### config.mk
export PLATFORM = sky130hd
export DESIGN_NAME = mem_arbiter_flat
export DESIGN_NICKNAME = d
export VERILOG_FILES = /design/src/rtl/mem_arbiter_pkg.sv /design/src/rtl/mem_arbiter_if.sv /design/src/rtl/mem_arbiter.sv /design/src/flat_wrapper.sv
export SDC_FILE = /design/constraint.sdc
export NUM_CORES = 1
export LEC_CHECK = 0
export BUFFER_PORTS_ARGS = -buffer_cell sky130_fd_sc_hd__buf_2
export CORE_AREA = 2 2 197 199
export CTS_BUF_LIST = sky130_fd_sc_hd__clkbuf_4
export DETAILED_ROUTE_END_ITERATION = 10
export DIE_AREA = 0 0 199 201
export PLACE_DENSITY_LB_ADDON = 0.15
export SLEW_MARGIN = 40
export SYNTH_ARGS = -nofsm -noshare
export SYNTH_HDL_FRONTEND = slang
export SYNTH_SLANG_ARGS = --single-unit
### constraint.sdc
create_clock -name clk -period 1.7 [get_ports clk]
set_input_delay 0.34 -clock clk [delete_from_list [all_inputs] [get_ports clk]]
set_output_delay 0.34 -clock clk [all_outputs]
set_load 0.005 [all_outputs]
### src/rtl/mem_arbiter_pkg.sv
// Shared bus types for the instruction/data memory arbiter: request/response
// structs, arbiter FSM states and the default ibus starvation limit.
package mem_arbiter_pkg;

  typedef enum logic [2:0] {MSIZE1, MSIZE2, MSIZE4, MSIZE8} msize_t;

  typedef struct packed {
    logic        valid;
    logic [31:0] addr;
  } ibus_req_t;

  typedef struct packed {
    logic        addr_ok;
    logic        data_ok;
    logic [31:0] data;
  } ibus_resp_t;

  typedef struct packed {
    logic        valid;
    logic [31:0] addr;
    msize_t      size;
    logic [7:0]  strobe;
    logic [63:0] data;
  } dbus_req_t;

  typedef struct packed {
    logic        addr_ok;
    logic        data_ok;
    logic [63:0] data;
  } dbus_resp_t;

  typedef enum logic [1:0] {IDLE, IBUSY, DBUSY} mem_arb_state_t;

  localparam int MEM_ARB_STARVE_LIMIT = 4;

  // An instruction fetch goes downstream as a plain 4-byte read.
  function automatic dbus_req_t ifetch_req(input logic [31:0] addr);
    dbus_req_t r;
    r        = '0;
    r.valid  = 1'b1;
    r.addr   = addr;
    r.size   = MSIZE4;
    return r;
  endfunction

endpackage

### src/rtl/mem_arbiter_if.sv
// Requester and downstream memory buses seen by the arbiter.
interface mem_arbiter_if;
  import mem_arbiter_pkg::*;

  ibus_req_t  ireq;
  ibus_resp_t iresp;
  dbus_req_t  dreq;
  dbus_resp_t dresp;
  dbus_req_t  mreq;
  dbus_resp_t mresp;

  modport slave  (input  ireq, dreq, mresp, output iresp, dresp, mreq);
  modport master (output ireq, dreq, mresp, input  iresp, dresp, mreq);
endinterface

### src/rtl/mem_arbiter.sv
// Two-requester (ibus/dbus) arbiter onto one memory bus, dbus priority with
// ibus starvation guard. Define MEM_ARBITER_PERF_EN to build the perf counters.
module mem_arbiter
  import mem_arbiter_pkg::*;
#(
  parameter int STARVE_LIMIT = MEM_ARB_STARVE_LIMIT
) (
  input  logic          clk,
  input  logic          reset,
  mem_arbiter_if.slave  bus,
  output logic [31:0]   perf_igrant,
  output logic [31:0]   perf_dgrant,
  output logic [31:0]   perf_wait
);

  localparam int            CW    = $clog2(STARVE_LIMIT + 2);
  localparam logic [CW-1:0] LIMIT = CW'(STARVE_LIMIT);

  mem_arb_state_t state;
  logic [CW-1:0]  starve_cnt;
  dbus_req_t      req_q;
  logic           grant_i, grant_d;
  ibus_resp_t     iresp_c;
  dbus_resp_t     dresp_c;

  always_comb begin
    grant_i = (state == IDLE) && bus.ireq.valid &&
              (!bus.dreq.valid || starve_cnt == LIMIT);
    grant_d = (state == IDLE) && bus.dreq.valid && !grant_i;
  end

  // req_q is the downstream request itself; cleared whenever idle.
  always_ff @(posedge clk) begin
    if (!reset) begin
      state      <= IDLE;
      starve_cnt <= '0;
      req_q      <= '0;
    end else begin
      case (state)
        IDLE: begin
          if (grant_i) begin
            state      <= IBUSY;
            starve_cnt <= '0;
            req_q      <= ifetch_req(bus.ireq.addr);
          end else if (grant_d) begin
            state       <= DBUSY;
            req_q       <= bus.dreq;
            req_q.valid <= 1'b1;
            if (bus.ireq.valid && starve_cnt != LIMIT)
              starve_cnt <= starve_cnt + 1'b1;
          end
        end
        IBUSY, DBUSY: begin
          if (bus.mresp.data_ok) begin
            state <= IDLE;
            req_q <= '0;
          end
        end
        default: begin
          state <= IDLE;
          req_q <= '0;
        end
      endcase
    end
  end

  always_comb begin
    iresp_c = '0;
    dresp_c = '0;
    if (state == IBUSY) begin
      iresp_c.addr_ok = bus.mresp.addr_ok;
      iresp_c.data_ok = bus.mresp.data_ok;
      iresp_c.data    = bus.mresp.data[31:0];
    end
    if (state == DBUSY)
      dresp_c = bus.mresp;
  end

  assign bus.mreq  = req_q;
  assign bus.iresp = iresp_c;
  assign bus.dresp = dresp_c;

`ifdef MEM_ARBITER_PERF_EN
  // A requester already being served is not counted as waiting.
  logic waiting;
  assign waiting = (bus.ireq.valid && !grant_i && state != IBUSY) ||
                   (bus.dreq.valid && !grant_d && state != DBUSY);

  always_ff @(posedge clk) begin
    if (!reset) begin
      perf_igrant <= '0;
      perf_dgrant <= '0;
      perf_wait   <= '0;
    end else begin
      perf_igrant <= perf_igrant + 32'(grant_i);
      perf_dgrant <= perf_dgrant + 32'(grant_d);
      perf_wait   <= perf_wait   + 32'(waiting);
    end
  end
`else
  assign perf_igrant = '0;
  assign perf_dgrant = '0;
  assign perf_wait   = '0;
`endif

endmodule

### src/flat_wrapper.sv
// flat-port wrapper written by rule: the top's interface ports become plain ports
module mem_arbiter_flat import mem_arbiter_pkg::*;
#(
  parameter int STARVE_LIMIT = MEM_ARB_STARVE_LIMIT
)
  (clk, reset, perf_igrant, perf_dgrant, perf_wait, bus_ireq, bus_dreq, bus_mresp, bus_iresp, bus_dresp, bus_mreq);
  mem_arbiter_if bus_i ();
  input  logic clk;
  input  logic reset;
  output logic [31:0] perf_igrant;
  output logic [31:0] perf_dgrant;
  output logic [31:0] perf_wait;
  input wire logic [$bits(bus_i.ireq)-1:0] bus_ireq;
  input wire logic [$bits(bus_i.dreq)-1:0] bus_dreq;
  input wire logic [$bits(bus_i.mresp)-1:0] bus_mresp;
  output wire logic [$bits(bus_i.iresp)-1:0] bus_iresp;
  output wire logic [$bits(bus_i.dresp)-1:0] bus_dresp;
  output wire logic [$bits(bus_i.mreq)-1:0] bus_mreq;
  assign bus_i.ireq = bus_ireq;
  assign bus_i.dreq = bus_dreq;
  assign bus_i.mresp = bus_mresp;
  assign bus_iresp = bus_i.iresp;
  assign bus_dresp = bus_i.dresp;
  assign bus_mreq = bus_i.mreq;
  mem_arbiter #(.STARVE_LIMIT(STARVE_LIMIT)) u_core (.clk(clk), .reset(reset), .bus(bus_i), .perf_igrant(perf_igrant), .perf_dgrant(perf_dgrant), .perf_wait(perf_wait));
endmodule
==> results of run 1 <==
[cells in the mapped netlist (2+ instances only)]
master      n
a21oi_1    34
a32o_1     74
and2_1    101
and3_1     32
buf_2       9
buf_4     104
buf_6      11
clkbuf_1   39
dfxtp_1   113
ha_1        5
inv_1       6
nand2_1    33
nand3_1     3
nor2_1      4
o21a_1      3
o21ai_0     2
o21bai_1   32
o311a_1    32
[metal layers]
layer | routed length, microns | part of all wire (%) | vias up
met5 | 22 | 0.075 | -
met4 | 730 | 2.5 | 4
met3 | 1790 | 6.1 | 30
met2 | 15120 | 52 | 288
met1 | 11630 | 40 | 3215
li1 | - | - | 3233
[registers in the layout (all words and copies together) (netlist names)]
register           flops
u_core.bus.mreq      108
u_core.starve_cnt      3
u_core.state           2
[cells by family (layout without fill, tap and decap cells)]
logic type,Yosys count,after routing,share of synthesized area (%)
multiplexers,1,1,0.1652
other,1,99,0.06189
AND/OR/NAND/NOR,179,179,17.18
XOR/XNOR,2,2,0.2891
adder cells (fa/ha/maj),5,5,1.032
AO/OA/AOI/OAI,182,183,25.42
buffers and inverters,170,615,18.52
flip-flops,113,113,37.33
[where the power goes]
part,internal [mW],switching [mW],leakage (nW)
registers,2.88,0.118,0.929
clock network,1.06,1.31,0.167
logic,1.56,1.22,4.46
total,5.50,2.65,5.55
[through the flow]
step	TNS (ns)	cell area, sq um	worst slack [ns]	hold slack (ns)
after global placement	-6.401	8521	-0.07303	0.4297
final	-45.73	11040	-0.3875	0.1341
after detailed placement	-5.446	8521	-0.07473	0.4343
after floorplan	-0.04277	6432	-0.001075	0.4407
after global routing	-63.39	11040	-0.5207	0.07058
after CTS	-54.41	10280	-0.5305	0.05180
[critical path, stage by stage (launching register included)]
cell and delay [ns]:
dfxtp_2 0.36, inv_2 0.04, buf_6 0.11, ha_4 0.21, clkbuf_16 0.19, and2_4 0.16, buf_6 0.11
[area by class of cell]
| class | count | area, sq um | share of cell area, % |
|---|---|---|---|
| clock buffer | 17 | 127.6 | 1.156 |
| sequential | 113 | 2265 | 20.51 |
| tap | 518 | 648.1 | 5.870 |
| timing repair buffer | 577 | 4463 | 40.42 |
| multi-input combinational | 466 | 3312 | 30.00 |
| antenna | 3 | 7.507 | 0.06800 |
| clock inverter | 15 | 195.2 | 1.768 |
| inverter | 6 | 22.52 | 0.2040 |
[worst min path at each step]
stage	end	startpoint	depth (start not counted)	slack, ns
6_report	u_core.bus.mreq[73]	bus_dreq[73]	3	0.13
5_1_grt	u_core.bus.mreq[104]	bus_ireq[29]	3	0.07
4_1_cts	u_core.bus.mreq[104]	bus_ireq[29]	3	0.05
3_5_place_dp	u_core.bus.mreq[107]	u_core.bus.mreq[107]	2	0.43
3_3_place_gp	u_core.bus.mreq[107]	u_core.bus.mreq[107]	2	0.43
2_1_floorplan	u_core.bus.mreq[107]	u_core.bus.mreq[107]	2	0.44
[repair_timing]
action                                  in CTS  in global routing
pin swaps                                   36                 32
resized for setup                           89                 74
cloned                                      10                 22
setup buffers                               10                 10
endpoints found under the hold margin       74                  0
endpoints found under the setup margin     206                206
hold buffers                                74                  0
==> impl_metrics.ini, run 1 <==
[critical_path]
worst_r2r_endpoint = u_core.bus.mreq[104]
required_ns = 1.36
setup.worst_path.end_class = output port
critPathCapture = bus_iresp[3]
worstSetupStartpointType = flop
reg2regPathDepth = 8
crit_type = flop to output port
crit_fanout = 8
crit_arrival_ns = 1.75
r2r_setup_slack_ns = -0.18
crit_start = u_core.state[1]
r2r-start = u_core.state[1]

[synth]
avgSynthCellArea_sq_um = 9.280
synth_edf_count = 0
ys.flop_type = dfxtp_1
yosys.area.top_type = dfxtp_1
syn_area_sq_um = 6060
synth_cell_types = 34
netlist.area_leader.share_pct = 37.33
yosys_register_bits = 113
synth_top_cells_by_area = dfxtp_1, buf_4, a32o_1
synth-seq-area-share_pct = 37.33
yosysWarnings = 0
syn-instance-count = 653
async_flop_share_pct = 0

[floorplan]
die_w_microns = 199
design.die.area_sq_um = 40000
start_util_pct = 15.90
ios = 513
die_height_microns = 201
rows = 72
core_sq_um = 38110

[detailed_routing]
vias = 6770
finalWirelength_mm = 29.28
viasPerCell = 3.948
dr.pass1.iters = 5
ant_nets = 0
drt-wirelength-per-cell_microns = 17.07
drt_iter0_markers = 215
drc = 0

[sta]
period_share_pct = 122.8
rsz0062_at_grt = yes
setup_ws_ns = -0.3875
setup_viol = 206
fin_crit_ns = 2.087
finalHoldViolations = 0
max_freq_mhz = 479.0
finClkSkew_ns = 0.01726
finalMaxSlewViolations = 0

[power_and_ir_drop]
power.total_mw = 8.153
peakVddDrop_uv = 295.2
p_leak_nw = 5.554
power_density_nw_per_um2 = 738.5

[cts]
cts_tree = yes
clk_latency_ns = 0.58
root_buffer = clkbuf_4
numCtsBuffers = 17
htreeDepth = 4
path_clk_slew_ns = 0.12
cts_num_sinks = 113
clockBufferDepth = 2

[final_layout]
final_cells = 1715
final_cell_mix = buf_2, dfxtp_1, conb_1
fin_nets = 1395
final_common_cell = buf_2
drive_above_1_share_pct = 51.26
fillers = 4112
synthToLayoutAreaGrowth_pct = 82.20
utilization_pct = 28.97

[status]
violations = setup timing
status = finished with violations

[global_routing]
first_global_vias = 6505
grt.busiest_layer = met2
grt_pass1_wl_mm = 37.68
use_met1_pct = 13.05
grt_start_max_net_pins = 55
gr-total-overflow = 0
use_met2_pct = 23.18
use_met3_pct = 3.276
antenna_found_initial = 5
grt_use_total_pct = 12.49

[hold_path]
worst_hold_path_type = input port to flop

[job]
cap_violations = 0

[place]
finalWeightedCongestion = 0.7145
dp_hpwl_mm = 18.71
numPortBuffers = 416
place_inst = 1560
No activity file was read; power rests on OpenSTA's default activity.
==> run 2: changes to the inputs <==
ABC_AREA = 1   (was not set)
CORE_AREA = 2 2 200 202   (was 2 2 197 199)
DIE_AREA = 0 0 202 204   (was 0 0 199 201)
==> run 2 against run 1 <==
Effect of this change: the run still ends with setup timing left; sequential cell count is the same; global-route usage grew 1.4 points; maximum frequency shrank 0.65%; sequential share of layout area shrank 2.7 points.
==> impl_metrics.ini, run 2 <==
[detailed_routing]
dr.pass1.iters = 5
ant_nets = 0
viasPerCell = 3.775
vias = 8457
drt-wirelength-per-cell_microns = 15.28
finalWirelength_mm = 34.23
drt_iter0_markers = 266
drc = 0

[cts]
clk_latency_ns = 0.61
numCtsBuffers = 17
cts_num_sinks = 113
clockBufferDepth = 2
path_clk_slew_ns = 0.11
root_buffer = clkbuf_4
htreeDepth = 4
cts_tree = yes

[synth]
avgSynthCellArea_sq_um = 5.926
yosysWarnings = 0
netlist.area_leader.share_pct = 31.97
yosys_register_bits = 113
synth_edf_count = 0
syn_area_sq_um = 7076
syn-instance-count = 1194
async_flop_share_pct = 0
synth_top_cells_by_area = dfxtp_1, nor2_1, inv_1
ys.flop_type = dfxtp_1
synth-seq-area-share_pct = 31.97
yosys.area.top_type = dfxtp_1
post-synth-top-count-cell = nor2_1
ys_top_cells_by_count = nor2_1, inv_1, nand2_1
synth_cell_types = 21

[floorplan]
core_sq_um = 39180
die_w_microns = 202
design.die.area_sq_um = 41210
start_util_pct = 18.06
die_height_microns = 204
ios = 513
rows = 73

[sta]
finClkSkew_ns = 0.03553
setup_ws_ns = -0.4012
max_freq_mhz = 475.9
period_share_pct = 123.6
rsz0062_at_grt = yes
setup_viol = 201
whs_ns = 0.07158
finalHoldViolations = 0
fin_crit_ns = 2.101
fin_tns_setup_ns = -39.06
finalMaxSlewViolations = 0

[critical_path]
slowest_delay_ns = 0.36
crit_arrival_ns = 1.76
cp_slowest_cell = dfxtp_2
critPathBufInv = 4
crit_fanout = 8
crit_type = flop to output port
r2r_setup_slack_ns = -0.10
critPathTopFamily = buffers and inverters
crit_chain = inv_2 -> ha_4 -> clkbuf_16 -> nand2_1 -> inv_1 -> buf_2
setup.worst_path.end_class = output port
worstSetupStartpointType = flop
required_ns = 1.36

[global_routing]
gr-total-overflow = 0
antenna_found_initial = 6
use_met3_pct = 4.432
grt_use_total_pct = 13.88
use_met1_pct = 15.97
use_met2_pct = 24.67
grt_pass1_wl_mm = 43.84
grt.busiest_layer = met2
first_global_vias = 7431
grt_start_max_net_pins = 56

[hold_path]
worst_hold_path_type = input port to flop

[place]
numPortBuffers = 416
dp_hpwl_mm = 20.62
finalWeightedCongestion = 0.8062

[power_and_ir_drop]
power_density_nw_per_um2 = 1423
p_leak_nw = 7.310
peakVddDrop_uv = 450.8

[final_layout]
utilization_pct = 32.43
synthToLayoutAreaGrowth_pct = 79.61
largest_register_ffs = 108
final_common_cell = buf_2
final_cell_mix = buf_2, nor2_1, inv_1
fin_nets = 1912
fillers = 4312
drive_above_1_share_pct = 43.42

[status]
status = finished with violations
violations = setup timing

[job]
cap_violations = 0
## run 2: cell types whose count changed after synthesis, sizes merged, moves of 32 or more
| cell | before | now |
|---|---|---|
| inv | 6 | 249 |
| and3 | 32 | 0 |
| nand2 | 33 | 177 |
| o311a | 32 | 0 |
| o21bai | 32 | 0 |
| nand3 | 3 | 140 |
| a32o | 74 | 0 |
| nor2 | 4 | 300 |
| and2 | 101 | 0 |
## run 2: repair_timing
item                       CTS  global route
gates resized for setup     75           281
setup endpoints to repair  100           198
cloned                       7            38
hold buffers                49             0
pin swaps                    2            40
buffers inserted             5            15
hold endpoints to repair    32             0
## run 2: tightest hold or removal path, cell delays in order
cell     delay (ns)
buf_2          0.08
nand3_1        0.07
nand3_1        0.06
nand2_1        0.04
inv_1          0.04
## run 2: worst paths after layout
| kind | start | to | cells after the start |
|---|---|---|---|
| worst max-delay path | u_core.state[1] | bus_iresp[12] | 6 |
| worst max register to register | u_core.state[0] | u_core.bus.mreq[36] | 12 |
| worst min register to register | u_core.bus.mreq[107] | u_core.bus.mreq[107] | 2 |
| worst min-delay path | bus_dreq[89] | u_core.bus.mreq[89] | 5 |
## run 2: final cells by class
cell class	instances	area (sq um)	share of cell area, %
multi-input combinational	760	3906	30.74
tap	525	656.9	5.169
clock buffer	18	135.1	1.063
sequential	113	2267	17.84
antenna	4	10.01	0.07876
clock inverter	14	168.9	1.329
timing repair buffer	554	4534	35.68
inverter	249	980.9	7.719
timing repair inverter	3	48.80	0.3840
## run 2: cell families (layout without fill, tap and decap cells)
kind of cell / after synthesis / after routing / share of synthesized area [%]
flops: 113 / 113 / 31.97
simple gates: 619 / 620 / 35.42
fa+ha+maj: 5 / 5 / 0.8842
other cells: 1 / 100 / 0.05300
xor+xnor: 1 / 1 / 0.1238
buf+inv: 417 / 838 / 28.82
compound gates: 38 / 38 / 2.723
## run 2: metrics by stage
step	setup WS (ns)	cell area [sq um]	instances	power (mW)
6_report	-0.4012	12710	2240	18.08
5_1_grt	-0.5384	12710	2240	19.49
4_1_cts	-0.4858	10810	2185	14.78
3_5_place_dp	0.04517	9567	2092	11.32
3_3_place_gp	0.08250	9567	2092	11.31
2_1_floorplan	0.1329	7432	1289	8.107
## run 2: metal layers
layer | wire length (microns) | vias up
met3 | 2192 | 23
li1 | - | 4312
met2 | 17230 | 294
met5 | 0 | -
met4 | 452 | 0
met1 | 14360 | 3828
## run 2: power breakdown
| part | total [mW] | switching (mW) | leakage (nW) | internal (mW) |
|---|---|---|---|---|
| clock network | 2.36 | 1.21 | 0.170 | 1.15 |
| logic | 11.9 | 6.21 | 6.21 | 5.71 |
| registers | 3.80 | 0.385 | 0.931 | 3.41 |
